<file path="src/rtl/nco_pkg.sv">
// Shared NCO definitions: tuning-word width, sweep state encoding and the
// latched sweep configuration record.
package nco_pkg;

  localparam int STEP_SIZE   = 16;
  localparam int COUNT_WIDTH = 12;
  localparam int DWELL_WIDTH = 16;

  typedef enum logic [1:0] {
    IDLE  = 2'd0,
    PRIME = 2'd1,
    RUN   = 2'd2
  } sweep_state_t;

  typedef struct packed {
    logic [STEP_SIZE-1:0]   start_step;
    logic [STEP_SIZE-1:0]   delta_step;
    logic [COUNT_WIDTH-1:0] num_steps;
    logic [DWELL_WIDTH-1:0] dwell;
    logic                   repeat_en;
  } sweep_cfg_t;

endpackage

</file>
<file path="src/rtl/nco_dwell_cnt.sv">
// Per-segment dwell counter; raises last on the final cycle of a segment and
// wraps to zero so the next segment starts counting immediately.
module nco_dwell_cnt #(
  parameter int DWELL_WIDTH = 16
) (
  input  logic                   clk,
  input  logic                   rst,
  input  logic                   clear,
  input  logic [DWELL_WIDTH-1:0] dwell_eff,
  output logic                   last
);

  logic [DWELL_WIDTH-1:0] count;

  assign last = (count == dwell_eff - DWELL_WIDTH'(1));

  always_ff @(posedge clk) begin
    if (rst || clear)
      count <= '0;
    else if (last)
      count <= '0;
    else
      count <= count + DWELL_WIDTH'(1);
  end

endmodule

</file>
<file path="src/rtl/nco_sweep_ctrl.sv">
// Stepped linear frequency sweep sequencer driving the NCO tuning word, with
// a one-cycle phase-reset prime at sweep start and optional continuous repeat.
module nco_sweep_ctrl #(
  parameter int STEP_SIZE   = nco_pkg::STEP_SIZE,
  parameter int COUNT_WIDTH = nco_pkg::COUNT_WIDTH,
  parameter int DWELL_WIDTH = nco_pkg::DWELL_WIDTH
) (
  input  logic                   clk,
  input  logic                   rst,
  input  logic                   start,
  input  logic                   abort,
  input  logic                   repeat_en,
  input  logic [STEP_SIZE-1:0]   start_step,
  input  logic [STEP_SIZE-1:0]   delta_step,
  input  logic [COUNT_WIDTH-1:0] num_steps,
  input  logic [DWELL_WIDTH-1:0] dwell,
  output logic [STEP_SIZE-1:0]   step,
  output logic                   nco_rst,
  output logic                   busy,
  output logic                   done,
  output logic [COUNT_WIDTH-1:0] seg_idx
);

  import nco_pkg::*;

  sweep_state_t           state;
  sweep_cfg_t             cfg;
  logic [DWELL_WIDTH-1:0] dwell_eff;
  logic [COUNT_WIDTH-1:0] num_eff;
  logic                   dwell_last;
  logic                   seg_last;

  // Zero-length dwell or segment count behaves as one.
  assign dwell_eff = (cfg.dwell == '0) ? DWELL_WIDTH'(1) : cfg.dwell;
  assign num_eff   = (cfg.num_steps == '0) ? COUNT_WIDTH'(1) : cfg.num_steps;
  assign seg_last  = (seg_idx == num_eff - COUNT_WIDTH'(1));

  nco_dwell_cnt #(
    .DWELL_WIDTH(DWELL_WIDTH)
  ) u_dwell_cnt (
    .clk       (clk),
    .rst       (rst),
    .clear     (state != RUN),
    .dwell_eff (dwell_eff),
    .last      (dwell_last)
  );

  always_ff @(posedge clk) begin
    if (rst) begin
      state   <= IDLE;
      cfg     <= '0;
      step    <= '0;
      nco_rst <= 1'b0;
      busy    <= 1'b0;
      done    <= 1'b0;
      seg_idx <= '0;
    end else begin
      done    <= 1'b0;
      nco_rst <= 1'b0;
      case (state)
        IDLE: begin
          if (start && !abort) begin
            cfg <= '{start_step: start_step, delta_step: delta_step,
                     num_steps: num_steps, dwell: dwell, repeat_en: repeat_en};
            state   <= PRIME;
            nco_rst <= 1'b1;
            busy    <= 1'b1;
            step    <= start_step;
            seg_idx <= '0;
          end
        end
        PRIME: begin
          if (abort) begin
            state   <= IDLE;
            step    <= '0;
            busy    <= 1'b0;
            seg_idx <= '0;
          end else begin
            state <= RUN;
          end
        end
        RUN: begin
          if (abort) begin
            state   <= IDLE;
            step    <= '0;
            busy    <= 1'b0;
            seg_idx <= '0;
          end else if (dwell_last) begin
            if (!seg_last) begin
              step    <= step + cfg.delta_step;
              seg_idx <= seg_idx + COUNT_WIDTH'(1);
            end else if (cfg.repeat_en) begin
              // Repeat restarts the word without re-priming, keeping phase continuous.
              step    <= cfg.start_step;
              seg_idx <= '0;
            end else begin
              state   <= IDLE;
              done    <= 1'b1;
              busy    <= 1'b0;
              step    <= '0;
              seg_idx <= '0;
            end
          end
        end
        default: begin
          state   <= IDLE;
          step    <= '0;
          busy    <= 1'b0;
          seg_idx <= '0;
        end
      endcase
    end
  end

endmodule

</file>
<file path="config.mk">
export PLATFORM = sky130hd
export DESIGN_NAME = nco_sweep_ctrl
export DESIGN_NICKNAME = d
export VERILOG_FILES = /design/src/rtl/nco_pkg.sv /design/src/rtl/nco_dwell_cnt.sv /design/src/rtl/nco_sweep_ctrl.sv
export SDC_FILE = /design/constraint.sdc
export NUM_CORES = 1
export LEC_CHECK = 0
export BUFFER_PORTS_ARGS = -buffer_cell sky130_fd_sc_hd__buf_2
export CELL_PAD_IN_SITES_DETAIL_PLACEMENT = 1
export CELL_PAD_IN_SITES_GLOBAL_PLACEMENT = 2
export CORE_UTILIZATION = 33
export DETAILED_ROUTE_END_ITERATION = 10
export PLACE_DENSITY = 0.81
export SYNTH_ARGS = -nofsm -noshare
export SYNTH_HDL_FRONTEND = slang
export SYNTH_HIERARCHICAL = 1
export SYNTH_SLANG_ARGS = --single-unit
</file>
<file path="constraint.sdc">
create_clock -name clk -period 4.2 [get_ports clk]
set_input_delay 0.42 -clock clk [delete_from_list [all_inputs] [get_ports clk]]
set_output_delay 0.42 -clock clk [all_outputs]
set_load 0.01 [all_outputs]
</file>
==> metrics.yaml <==
status: "finished, final reports clean"
drive_gt1_share_pct: 18.8
antenna_found_initial: 0
fin_ws_ps: 322
synth_top_family_by_area: "simple AND/OR/NAND/NOR gates"
grt_usage_pct: 20.6
maxSlewHeadroom_pct: 36.6
wl_per_cell_um: 17.3
grt_overflow: 0
crit_arrival_ps: 4190
yosys.area_share.simple_pct: 25.0
cp_max_fo: 6
finalHoldViolations: 0
cts-root-buf: "clkbuf_16"
syn_inst: 765
synth_top_flop_cell: "dfxtp_1"
totalWireLength_um: 18500
p_total_mw: 2.56
peakVddDrop_uv: 233
maxSlewViolCount: 0
postSynth.asyncResetShare_pct: 0
synth-seq-cells: 110
preCtsSetupSlack_ps: 109
synth_nets: 850
yosysWarnings: 6
p_sw_mw: 0.806
vias: 5706
synth.avg_cell_area_um2: 7.90
hold_start: "delta_step[7]"
initial_core_util_pct: 33.6
ios: 96
worstReg2RegEnd: "step[15]$_SDFFE_PP0P_"
num_rows: 49
r2r_start: "cfg[11]$_SDFFE_PP0P_"
synthXorXnorAreaFrac_pct: 10.3
critPathKind: "flop to flop"
grt_setup_unrepaired: "no"
critical_path.endpoint_type: "flop"
hold_end: "cfg[36]$_SDFFE_PP0P_"
core_um2: 18000
cts_tree: "yes"
mostFrequentLayoutCells: "153 x nand2_1, 101 x dfxtp_1, 95 x buf_2, 89 x a21oi_1, 58 x nor2_1"
clock_latency_ps: 370
drtIter0Drc: 195
fill_cells: 2250
rr_worst_depth: 19
syn-cell-area_um2: 6040
cts_buffer_depth: 2
drc_errors: 0
fmax_mhz: 258
drtPass1Iterations: 4
cts_buffers: 9
hold_slack_ps: 283
grt_start_max_net_pins: 37
die_h_um: 137
period_share_pct: 92.3
synth_top_area_share_pct: 36.4
antenna_left: 0
clock_sinks: 110
skew_ps: 8.59
final.min_clock_period_ps: 3880
yosysUniqueCellTypes: 64
r2r_slack_ps: 320
cp-start-kind: "flop"
design_area_um2: 7010
p_comb_share_pct: 22.1
nets: 921
cts-htree-levels: 3
io_buffer_count: 95
worstMarginPinSlew_ps: 948
layout_commonest_cell: "nand2_1"
area_growth_syn_to_layout_pct: 16.0
dpl.hpwl_um: 13700
netSwitchingFraction_pct: 31.5
p_per_area_nw_per_um2: 365
placed_cell_area_um2: 6710
p_seq_share_pct: 45.0
worst-endpoint-required_ps: 4510
synth_largest_area_cell: "dfxtp_1"
p_clk_share_pct: 32.9
antenna_cells: 0
internal_power_mw: 1.76
ys_seq_area_share_pct: 36.4
viasPerCell: 5.33
grt_pass1_wl_um: 29900
synthMuxAreaShare_pct: 0.331
synth.area.top_cells: "dfxtp_1 36%, nand2_1 9.5%, a21oi_1 7.5%"
die_area_um2: 18900
synth_edf_count: 0
cts_setup_buffers: 0
chipWidth_um: 137
path_clk_slew_ps: 80
setup_viol_count_final: 0
synthAdderAreaFrac_pct: 4.27
leakagePower_nw: 2.72
holdPathStages: 3
fin_setup_tns_ps: 0
grt_pass1_vias: 5837
worst_hold_path_type: "primary input to flop"
synth_compound_area_share_pct: 19.4
max_cap_viol_count: 0
gp_congestion: 0.873
[Yosys cell counts (2+ instances only)]
master,number
o21ai_0,17
a2111oi_4,3
inv_1,6
nor4_1,8
a31oi_1,15
nor4b_1,2
and3_1,10
o22ai_1,3
nand3b_1,5
nor2_1,59
or2_2,3
a221o_1,2
clkbuf_1,41
nor3_1,14
nor2b_1,4
o31a_1,3
a21o_1,5
a21oi_1,90
mux2i_1,2
nand2b_1,8
or4_4,2
or3_1,8
buf_1,4
a211oi_1,8
o21bai_1,11
nand3_1,12
xnor2_1,44
nand4b_1,2
buf_2,5
xor2_1,27
ha_1,19
nor3b_1,2
o21a_1,7
nand4_1,16
buf_6,2
dfxtp_1,110
or4_1,5
nand2_1,153
a21boi_0,3
[cell type report]
class,count,area [um2],share of cell area (%)
clock inverter,4,30.0,0.428
multi-input combinational,596,3600,51.4
timing repair buffer,113,611,8.71
inverter,6,22.5,0.321
tap,229,287,4.09
clock buffer,12,246,3.52
sequential,110,2210,31.6
[routing by layer]
layer	vias up	global-route usage [%]	wire, um
li1	2801	-	-
met1	2788	24.7	8250
met2	104	36.9	9270
met3	13	4.05	726
met4	0	6.11	225
met5	-	0	0
[metrics by stage]
step | utilization (%) | cells
5_1_grt | 39.0 | 1070
6_report | 39.0 | 1070
2_1_floorplan | - | 765
3_5_place_dp | 37.4 | 1054
4_1_cts | 38.9 | 1070
3_3_place_gp | 37.4 | 1054
[critical path: stages, from the launching register on]
cell,delay [ps]
dfxtp_2,380
nor4_1,80
a41o_1,280
inv_1,70
ha_2,230
or4b_4,520
or4_1,410
o21ai_1,130
nand4_1,130
nor2_1,120
nand4_1,100
a21oi_2,150
nor2_1,50
mux2i_1,180
o21ai_1,90
or3_1,410
inv_1,110
nand2_1,90
nor2_2,140
a221o_1,160
[flip-flops by register name (all words and copies together) (netlist names)]
| signal | cells |
|---|---|
| state | 2 |
| seg_idx | 12 |
| busy | 1 |
| u_dwell_cnt/count | 16 |
| nco_rst | 1 |
| step | 16 |
| cfg | 61 |
| done | 1 |
[what timing repair did]
action / 4_1_cts / 5_1_grt
hold buffers: 0 / 0
hold endpoints to repair: 0 / 0
endpoints found under the setup margin: 0 / 19
resized for setup: 0 / 13
[cells by family after synthesis]
family / after synthesis
AO/OA/AOI/OAI: 183
AND/OR/NAND/NOR: 320
flip-flops: 110
multiplexers: 2
XOR/XNOR: 71
adder cells (fa/ha/maj): 20
buffers and inverters: 59
[how the worst max path moves through the flow]
stage	startpoint	to	slack, ps	depth (start not counted)
finish	cfg[11]$_SDFFE_PP0P_	step[15]$_SDFFE_PP0P_	320	19
floorplan	cfg[12]$_SDFFE_PP0P_	step[13]$_SDFFE_PP0P_	650	19
global placement	cfg[14]$_SDFFE_PP0P_	step[15]$_SDFFE_PP0P_	230	19
CTS	cfg[4]$_SDFFE_PP0P_	step[15]$_SDFFE_PP0P_	100	19
detailed placement	cfg[4]$_SDFFE_PP0P_	step[15]$_SDFFE_PP0P_	110	19
global route	cfg[11]$_SDFFE_PP0P_	step[15]$_SDFFE_PP0P_	4	19
[power groups by stage]
stage / registers [mW] / logic (mW) / clock network, mW
2_1_floorplan: 1.16 / 0.395 / 0
3_3_place_gp: 1.17 / 0.549 / 0
3_5_place_dp: 1.18 / 0.563 / 0
4_1_cts: 1.15 / 0.567 / 0.868
5_1_grt: 1.16 / 0.627 / 0.909
6_report: 1.15 / 0.566 / 0.842
Power figures use the tool's default switching activity.
